--- src/rtl/pcie_scr_pkg.sv ---
// +----------------------------------------------------------------------------+
// | pcie_scr_pkg: constants and LFSR helper for the Gen1/Gen2 TX scrambler    |
// | Rev 1.0                                                                    |
// +----------------------------------------------------------------------------+
`default_nettype none

package pcie_scr_pkg;

    localparam logic [15:0] LFSR_SEED = 16'hFFFF;
    localparam logic [7:0]  K_COM     = 8'hBC;
    localparam logic [7:0]  K_SKP     = 8'h1C;

    typedef struct packed {
        logic [15:0] state;
        logic [7:0]  key;
    } lfsr_step_t;

    // X^16+X^5+X^4+X^3+1, key bit i is S[15] before step i (LSB first)
    function automatic lfsr_step_t lfsr16_step8(input logic [15:0] state);
        lfsr_step_t r;
        logic [15:0] s;
        logic        fb;
        s = state;
        r.key = '0;
        for (int i = 0; i < 8; i++) begin
            fb       = s[15];
            r.key[i] = fb;
            s        = {s[14:0], fb};
            s[3]     = s[3] ^ fb;
            s[4]     = s[4] ^ fb;
            s[5]     = s[5] ^ fb;
        end
        r.state = s;
        return r;
    endfunction

endpackage

`default_nettype wire

--- src/rtl/pcie_scr_lane.sv ---
// +----------------------------------------------------------------------------+
// | pcie_scr_lane: one lane of the scrambler, BYTES symbols chained per pclk  |
// | Rev 1.0                                                                    |
// +----------------------------------------------------------------------------+
`default_nettype none

module pcie_scr_lane
    import pcie_scr_pkg::*;
#(
    parameter int BYTES = 4
) (
    input  logic                 pclk,
    input  logic                 reset_n,
    input  logic                 scr_disable_i,
    input  logic                 in_valid_i,
    input  logic [BYTES*8-1:0]   in_data_i,
    input  logic [BYTES-1:0]     in_k_i,
    input  logic [BYTES-1:0]     in_bypass_i,
    output logic [BYTES*8-1:0]   out_data_o,
    output logic [BYTES-1:0]     out_k_o,
    output logic                 out_valid_o
);

    logic [15:0]        lfsr_q;
    logic [15:0]        lfsr_d;
    logic [BYTES*8-1:0] data_q;
    logic [BYTES*8-1:0] data_d;
    logic [BYTES-1:0]   k_q;
    logic               valid_q;

    // Byte 0 is earliest in time; each byte sees the LFSR state left by the previous one
    always_comb begin : p_chain
        logic [15:0] s;
        lfsr_step_t  stp;
        logic [7:0]  din;
        logic        is_com;
        logic        is_skp;
        logic        scramble;
        s        = lfsr_q;
        stp      = '0;
        din      = '0;
        is_com   = 1'b0;
        is_skp   = 1'b0;
        scramble = 1'b0;
        data_d   = '0;
        for (int b = 0; b < BYTES; b++) begin
            din      = in_data_i[b*8 +: 8];
            stp      = lfsr16_step8(s);
            is_com   = in_k_i[b] && (din == K_COM);
            is_skp   = in_k_i[b] && (din == K_SKP);
            scramble = !in_k_i[b] && !in_bypass_i[b] && !scr_disable_i;
            data_d[b*8 +: 8] = scramble ? (din ^ stp.key) : din;
            if (is_com) begin
                s = LFSR_SEED;
            end else if (!is_skp) begin
                s = stp.state;
            end
        end
        lfsr_d = s;
    end

    always_ff @(posedge pclk or negedge reset_n) begin
        if (!reset_n) begin
            lfsr_q  <= LFSR_SEED;
            data_q  <= '0;
            k_q     <= '0;
            valid_q <= 1'b0;
        end else begin
            valid_q <= in_valid_i;
            if (in_valid_i) begin
                lfsr_q <= lfsr_d;
                data_q <= data_d;
                k_q    <= in_k_i;
            end
        end
    end

    assign out_data_o  = data_q;
    assign out_k_o     = k_q;
    assign out_valid_o = valid_q;

endmodule

`default_nettype wire

--- src/rtl/pcie_multilane_scrambler.sv ---
// +----------------------------------------------------------------------------+
// | pcie_multilane_scrambler: LANES independent 8b/10b TX scramblers, lat 1    |
// | Rev 1.0                                                                    |
// +----------------------------------------------------------------------------+
`default_nettype none

module pcie_multilane_scrambler
    import pcie_scr_pkg::*;
#(
    parameter int LANES = 4,
    parameter int BYTES = 4
) (
    input  logic                       pclk,
    input  logic                       reset_n,
    input  logic                       scr_disable_i,
    input  logic [LANES-1:0]           in_valid_i,
    input  logic [LANES*BYTES*8-1:0]   in_data_i,
    input  logic [LANES*BYTES-1:0]     in_k_i,
    input  logic [LANES*BYTES-1:0]     in_bypass_i,
    output logic [LANES*BYTES*8-1:0]   out_data_o,
    output logic [LANES*BYTES-1:0]     out_k_o,
    output logic [LANES-1:0]           out_valid_o
);

    for (genvar l = 0; l < LANES; l++) begin : g_lane
        pcie_scr_lane #(
            .BYTES(BYTES)
        ) u_lane (
            .pclk          (pclk),
            .reset_n       (reset_n),
            .scr_disable_i (scr_disable_i),
            .in_valid_i    (in_valid_i[l]),
            .in_data_i     (in_data_i[l*BYTES*8 +: BYTES*8]),
            .in_k_i        (in_k_i[l*BYTES +: BYTES]),
            .in_bypass_i   (in_bypass_i[l*BYTES +: BYTES]),
            .out_data_o    (out_data_o[l*BYTES*8 +: BYTES*8]),
            .out_k_o       (out_k_o[l*BYTES +: BYTES]),
            .out_valid_o   (out_valid_o[l])
        );
    end

endmodule

`default_nettype wire
--- config.mk ---
export PLATFORM = sky130hd
export DESIGN_NAME = pcie_multilane_scrambler
export DESIGN_NICKNAME = d
export VERILOG_FILES = /design/src/rtl/pcie_scr_pkg.sv /design/src/rtl/pcie_scr_lane.sv /design/src/rtl/pcie_multilane_scrambler.sv
export SDC_FILE = /design/constraint.sdc
export NUM_CORES = 1
export LEC_CHECK = 0
export ABC_AREA = 1
export CAP_MARGIN = 20
export CORE_MARGIN = 1.5
export CORE_UTILIZATION = 40
export CTS_CLUSTER_SIZE = 20
export DETAILED_ROUTE_END_ITERATION = 12
export PLACE_DENSITY_LB_ADDON = 0.25
export SETUP_SLACK_MARGIN = 0.02
export SLEW_MARGIN = 20
export SYNTH_ARGS = -nofsm -noshare
export SYNTH_HDL_FRONTEND = slang
export SYNTH_SLANG_ARGS = --single-unit
--- constraint.sdc ---
create_clock -name pclk -period 4.41 [get_ports pclk]
set_clock_uncertainty 0.1 [all_clocks]
set_input_delay 0.6615 -clock pclk [delete_from_list [all_inputs] [get_ports pclk]]
set_output_delay 0.6615 -clock pclk [all_outputs]
set_load 0.005 [all_outputs]
Word level (Yosys, flattened, before mapping)
Index checks and enable logic that the tools add are counted.
{ "classes": {"reduce_logical": 97, "n_mux": 48, "bitwise": 400, "eq_ne": 32} }
{ "op_table": {"columns": ["cell", "count"], "rows": [
  ["$mux W16", 32],
  ["$xor A1 B1 Y1", 384],
  ["$eq A8 B5 Y1 const B", 16],
  ["$eq A8 B8 Y1 const B", 16],
  ["$mux W8", 16],
  ["$xor A8 B8 Y8", 16],
  ["$logic_and A1 B1 Y1", 64],
  ["$logic_not A1 Y1", 33]
]} }
{ "totals": {"out_inout_bits": 148, "register_bits": 212, "in_bits": 167, "wordCells": 593} }

Depth between registers and ports, before layout
{ "depth": {"ltp_word": 20, "ltp_mapped": 25, "ltp_nobuf": 24} }

By module
Synthesis repeated with hierarchy kept, for this count alone.
{ "unflattened": {"hier_cells": 3428, "area_unflattened_um2": 21310.4} }
{ "modules_own_cells": {"columns": ["mod", "seq_area_each_um2", "n_inst", "cells_per_inst", "area_each_um2"], "rows": [
  ["pcie_scr_lane", 1346.3, 4, 857, 5327.6]
]} }

Worst setup path after synthesis
Ideal clock, no wire load.
{ "synth_timing": {"kind": "input to register", "start": "input in_data_i[1]", "end": "register g_lane[0].u_lane.data_q[31]", "cell_stages": 16, "setup_ps": 130, "path_buffers": 2, "t_arrival_ps": 2455, "path_slack_ps": 1725, "required_time_ps": 4180, "path_cell_list": "nor2_1 nand3_2 nor2_4 buf_4 nand3_2 nand3_2 buf_4 xor2_1 nand2_1 nand3_2 nand2_2 a21oi_4 nand2_2 nand2_1 xor2_1 o21ai_1"} }
{ "synth_between": {"elab_chain_len": 13, "elab_cells_between_ends": 21, "classes_between": "2 x eq/ne; 7 x mux; 10 x bitwise; 2 x reduce/logical"} }
{ "synth_rtl": {"columns": ["element", "line_no", "source"], "rows": [
  ["start: declaration", "pcie_multilane_scrambler.sv:17", "input logic [LANES*BYTES*8-1:0] in_data_i,"],
  ["$eq A8 B5 Y1", "pcie_scr_lane.sv:50", "is_skp = in_k_i[b] && (din == K_SKP);"],
  ["$logic_and A1 B1 Y1", "pcie_scr_lane.sv:50", null],
  ["$mux W16", "pcie_scr_lane.sv:55", "end else if (!is_skp) begin"],
  ["$mux W16 *", "pcie_scr_lane.sv:53", "if (is_com) begin"],
  ["$mux W16 *", "pcie_scr_lane.sv:55", null],
  ["$mux W16 *", "pcie_scr_lane.sv:53", null],
  ["$xor A1 B1 Y1 (tied with other cells)", "pcie_scr_pkg.sv:29", "s[3] = s[3] ^ fb;"],
  ["$xor A1 B1 Y1 (tied with other cells)", "pcie_scr_pkg.sv:30", "s[4] = s[4] ^ fb;"],
  ["$xor A1 B1 Y1 / $mux W16 (equally long branches)", "pcie_scr_pkg.sv:31, pcie_scr_lane.sv:53", null],
  ["$mux W16 *", "pcie_scr_lane.sv:55", null],
  ["$mux W16 *", "pcie_scr_lane.sv:53", null],
  ["$xor A8 B8 Y8 *", "pcie_scr_lane.sv:52", "data_d[b*8 +: 8] = scramble ? (din ^ stp.key) : din;"],
  ["$mux W8 *", "pcie_scr_lane.sv:52", null],
  ["end signal: assignment", "pcie_scr_lane.sv:72", "data_q <= data_d;"],
  ["end: declaration", "pcie_scr_lane.sv:26", "logic [BYTES*8-1:0] data_q;"]
]} }
Mark *: on every way between the ends. The rest lies on a longest branch, timed or not.
A chain may end at the register's enable or synchronous reset.

Final worst setup path
{ "layout_timing": {"start": "input in_data_i[67]", "end": "register g_lane[2].u_lane.lfsr_q[5]"} }
{ "layout_between": {"elab_chain_len": 16, "elab_cells_between_ends": 42, "classes_between": "2 x eq/ne; 8 x mux; 30 x bitwise; 2 x reduce/logical"} }
{ "layout_rtl": {"columns": ["element", "line_no", "source"], "rows": [
  ["$eq A8 B5 Y1", "pcie_scr_lane.sv:50", null],
  ["$logic_and A1 B1 Y1", "pcie_scr_lane.sv:50", null],
  ["$mux W16", "pcie_scr_lane.sv:55", null],
  ["$mux W16 *", "pcie_scr_lane.sv:53", null],
  ["$xor A1 B1 Y1 / $mux W16 (equally long branches)", "pcie_scr_pkg.sv:29, pcie_scr_lane.sv:55", null],
  ["$xor A1 B1 Y1 / $mux W16 (equally long branches)", "pcie_scr_pkg.sv:30, pcie_scr_lane.sv:53", null],
  ["$xor A1 B1 Y1 (on tied branches)", "pcie_scr_pkg.sv:31, pcie_scr_pkg.sv:29", null],
  ["$mux W16 *", "pcie_scr_lane.sv:55", null],
  ["$mux W16 *", "pcie_scr_lane.sv:53", null],
  ["$mux W16 *", "pcie_scr_lane.sv:55", null],
  ["$mux W16 *", "pcie_scr_lane.sv:53", null],
  ["$xor A1 B1 Y1 (on tied branches)", "pcie_scr_pkg.sv:29, pcie_scr_pkg.sv:31", null],
  ["$xor A1 B1 Y1 / $mux W16 (equally long branches)", "pcie_scr_pkg.sv:30, pcie_scr_lane.sv:55", null],
  ["$xor A1 B1 Y1 / $mux W16 (equally long branches)", "pcie_scr_pkg.sv:31, pcie_scr_lane.sv:53", null],
  ["$mux W16 *", "pcie_scr_lane.sv:55", null],
  ["$mux W16 *", "pcie_scr_lane.sv:53", null],
  ["end signal: assignment", "pcie_scr_lane.sv:71", "lfsr_q <= lfsr_d;"],
  ["end: declaration", "pcie_scr_lane.sv:24", "logic [15:0] lfsr_q;"]
]} }
Marks and branches as above.

==> impl_metrics.toml <==
[run_status]
status = "complete, no violations"

[critical_path]
cp_common_cell = "nand2_1"
cpMaxStageDelayCell = "clkdlybuf4s50_1"
crit_type = "in2reg"
worst_setup_path_start_kind = "input port"
path_cells = "clkdlybuf4s50_1 > nand2_1 > nor3_2 > nand3_4 > nand2_1 > nand3_1 > nand2_1 > nand3_2 > nand2_1 > nand2_1 > nand2_1 > nand3_1 > nand2_2 > inv_1 > nand2_1 > nand2_1 > nand2_1 > nand3_1 > a21oi_1"
cp-end-kind = "flop"
critical_path.startpoint = "in_data_i[67]"
worstPathArrival_ns = 3.86
critPathMaxStageDelay_ns = 0.53
cp.required_ns = 4.81
cp_max_fo = 19
rr_startpoint = "g_lane[2].u_lane.lfsr_q[13]$_DFFE_PN1P_"

[die]
floorplan.initialDensity_pct = 40.74
io_pins = 315
row_count = 81
die_w_um = 227.0
die_area_um2 = 51510
chipHeight_um = 227.0
fp.coreArea_um2 = 49250

[clock_network]
cts_hold_repair.buffers = 0
path_clk_slew_ns = 0.06
clock_sinks = 212
cts_htree_levels = 1
ctsResizeCount = 0
cts_root_buffer = "clkbuf_16"
clk_latency_ns = 0.56
cts_tree = "built"
clock_path_buffers = 3
cts_setup_buffers = 0
cts_buffers = 27

[routing]
vias = 21110
ant_nets = 0
dr.first_iter.drc_count = 1692
via_per_inst = 5.104
routedWlPerCell_um = 15.78
drtPass1Iterations = 6
route.detailed.drc = 0
wirelength_um = 65260

[global_route]
antenna_found_initial = 1
busiest_layer = "met2"
grt_max_degree = 103
grt_pass1_wl_um = 103900
grt_pass1_vias = 19460
grt_usage_pct = 25.03
grt_use_met2_pct = 41.00
use_met1_pct = 34.38
use_met3_pct = 3.872
grt_overflow = 0

[job]
maxCapViolCount = 0

[timing]
slew_headroom_pct = 28.32
final_max_slew_viol_count = 0
setup_viol = 0
rsz0062_at_grt = "no"
clock.fmax_mhz = 288.6
final-hold-violation-count = 0
finalSetupTns_ns = 0
layout_min_cycle_time_ns = 3.465
worst_pin_slew_ns = 1.068
fin_crit_sh_pct = 78.57

[synthesis]
syn_inst = 3193
yosysWarnings = 0
synth_top_family_by_area = "simple AND/OR/NAND/NOR gates"
synthXorXnorAreaFrac_pct = 9.635
synth_compound_area_share_pct = 11.20
synth_fa_ha_area_share_pct = 0
synth.cell_area_um2 = 20060
yosys_register_bits = 212
synth_edf_count = 0
ys_seq_area_share_pct = 26.84
ys.flop_type = "dfrtp_1"
yosysUniqueCellTypes = 49
synth.avg_cell_area_um2 = 6.284
muxShareOfSynthArea_pct = 0
syn_nets = 3360
synthSimpleGateAreaFrac_pct = 44.08
async_flop_share_pct = 100.0

[place]
port_buffers = 314
finalWeightedCongestion = 0.9441
hpwl_um = 49360
placedCellCount = 4086

[finish]
multi_input_area_um2 = 13040
area_growth_pct = 22.77
fin_nets = 3618
fin_cells = 4136
num-fill-cells = 5114
post-route-util_pct = 50.01
drive_above_1_share_pct = 10.72
register_area_um2 = 5385

[worst_hold_path]
hold_path_class = "in2async"
[cell usage in the layout, fill, tap and decap left out, types with 9 or more instances in the layout]
cell and count:
nor3_1 22, clkbuf_1 9, nand3_2 60, inv_2 42, nand3_1 300, inv_1 216, nor2_2 14, nand2_1 1282
nand2_2 43, dfstp_2 64, dfrtp_1 148, a22oi_1 27, xnor2_1 42, a21oi_1 189, nand4_1 22, clkbuf_16 27
o21ai_0 155, xor2_1 175, nor2_1 151, buf_4 41, clkdlybuf4s50_1 312, o21ai_1 18, nand3_4 9
[per-stage QoR]
stage	hold slack [ns]	worst slack, ns	instance area [um^2]
finish	0.02375	0.9453	24630
global route	0.09481	0.6109	24630
CTS	0.05245	0.9677	24630
detailed placement	0.3582	0.3764	23750
global placement	0.3552	0.3806	23750
floorplan	0.2659	1.725	20060
[cell families after synthesis]
kind of cell	after synthesis
xor+xnor	219
simple gates	1960
buf+inv	392
compound gates	410
flops	212
[synth_stat cells, types with 4 or more instances]
master / instances / area share (%)
nand2_1: 1282 / 24
nand3_1: 300 / 7.5
inv_1: 219 / 4.1
a21oi_1: 189 / 4.7
xor2_1: 175 / 7.6
o21ai_0: 155 / 3.9
nor2_1: 151 / 2.8
dfrtp_1: 148 / 18
dfstp_2: 64 / 8.4
clkbuf_1: 63 / 1.2
nand3_2: 60 / 3.0
nand2_2: 43 / 1.3
xnor2_1: 42 / 1.8
buf_2: 41 / 1.0
inv_2: 38 / 0.71
a22oi_1: 27 / 1.0
nor3_1: 24 / 0.60
nand4_1: 22 / 0.69
o21ai_1: 18 / 0.45
nor2_2: 14 / 0.44
buf_6: 12 / 0.67
buf_4: 11 / 0.41
nand3_4: 9 / 0.79
nand2_4: 8 / 0.45
a21oi_4: 7 / 0.57
nand3b_1: 7 / 0.26
a21oi_2: 6 / 0.26
clkinv_1: 6 / 0.11
nor2_4: 6 / 0.34
nor4_1: 6 / 0.19
nor3_2: 5 / 0.25
o21ai_2: 5 / 0.22
nor3b_1: 4 / 0.15
nor4_4: 4 / 0.42
[flip-flops by register name, summed over array words and instances, names as in the netlist]
name	flops
g_lane.u_lane.out_valid_o	4
g_lane.u_lane.out_k_o	16
g_lane.u_lane.lfsr_q	64
g_lane.u_lane.out_data_o	128
[cell type report]
class	count	area share, %
well taps	664	3.373
diodes	1	0.01016
repair buffers	358	14.25
clock buffers	42	3.215
inverters	263	4.008
multi-input cells	2589	52.94
flip-flops and latches	212	21.86
clock inverters	7	0.3454
[critical path, delay by kind of cell]
kind | cells | cell delay (ns)
and+or+nand+nor | 16 | 2.40
buffers and inverters | 2 | 0.62
AOI/OAI and AO/OA | 1 | 0.15
[path summary, 6_finish.rpt]
path,cells past startpoint,to,slack (ns)
worst max-delay path,19,g_lane[2].u_lane.lfsr_q[5]$_DFFE_PN1P_,0.95
worst min-delay path,1,g_lane[3].u_lane.out_data_o[0]$_DFFE_PN0P_,0.02
worst max register to register,17,g_lane[2].u_lane.lfsr_q[7]$_DFFE_PN1P_,1.23
worst min register to register,2,g_lane[0].u_lane.out_k_o[1]$_DFFE_PN0P_,0.37
max in group asynchronous,2,g_lane[3].u_lane.lfsr_q[6]$_DFFE_PN1P_,3.10
min in group pclk,2,g_lane[0].u_lane.out_k_o[1]$_DFFE_PN0P_,0.37
[metal layers]
metal  up-vias  wire, um
met3        75      4349
met1      9675     29820
met4         0      1296
met5         -         0
li1      10760         -
met2       603     29800
Power is left out: the tool's default activity adds up to more than one toggle a clock period on the data nets, which glitch-free logic cannot reach.
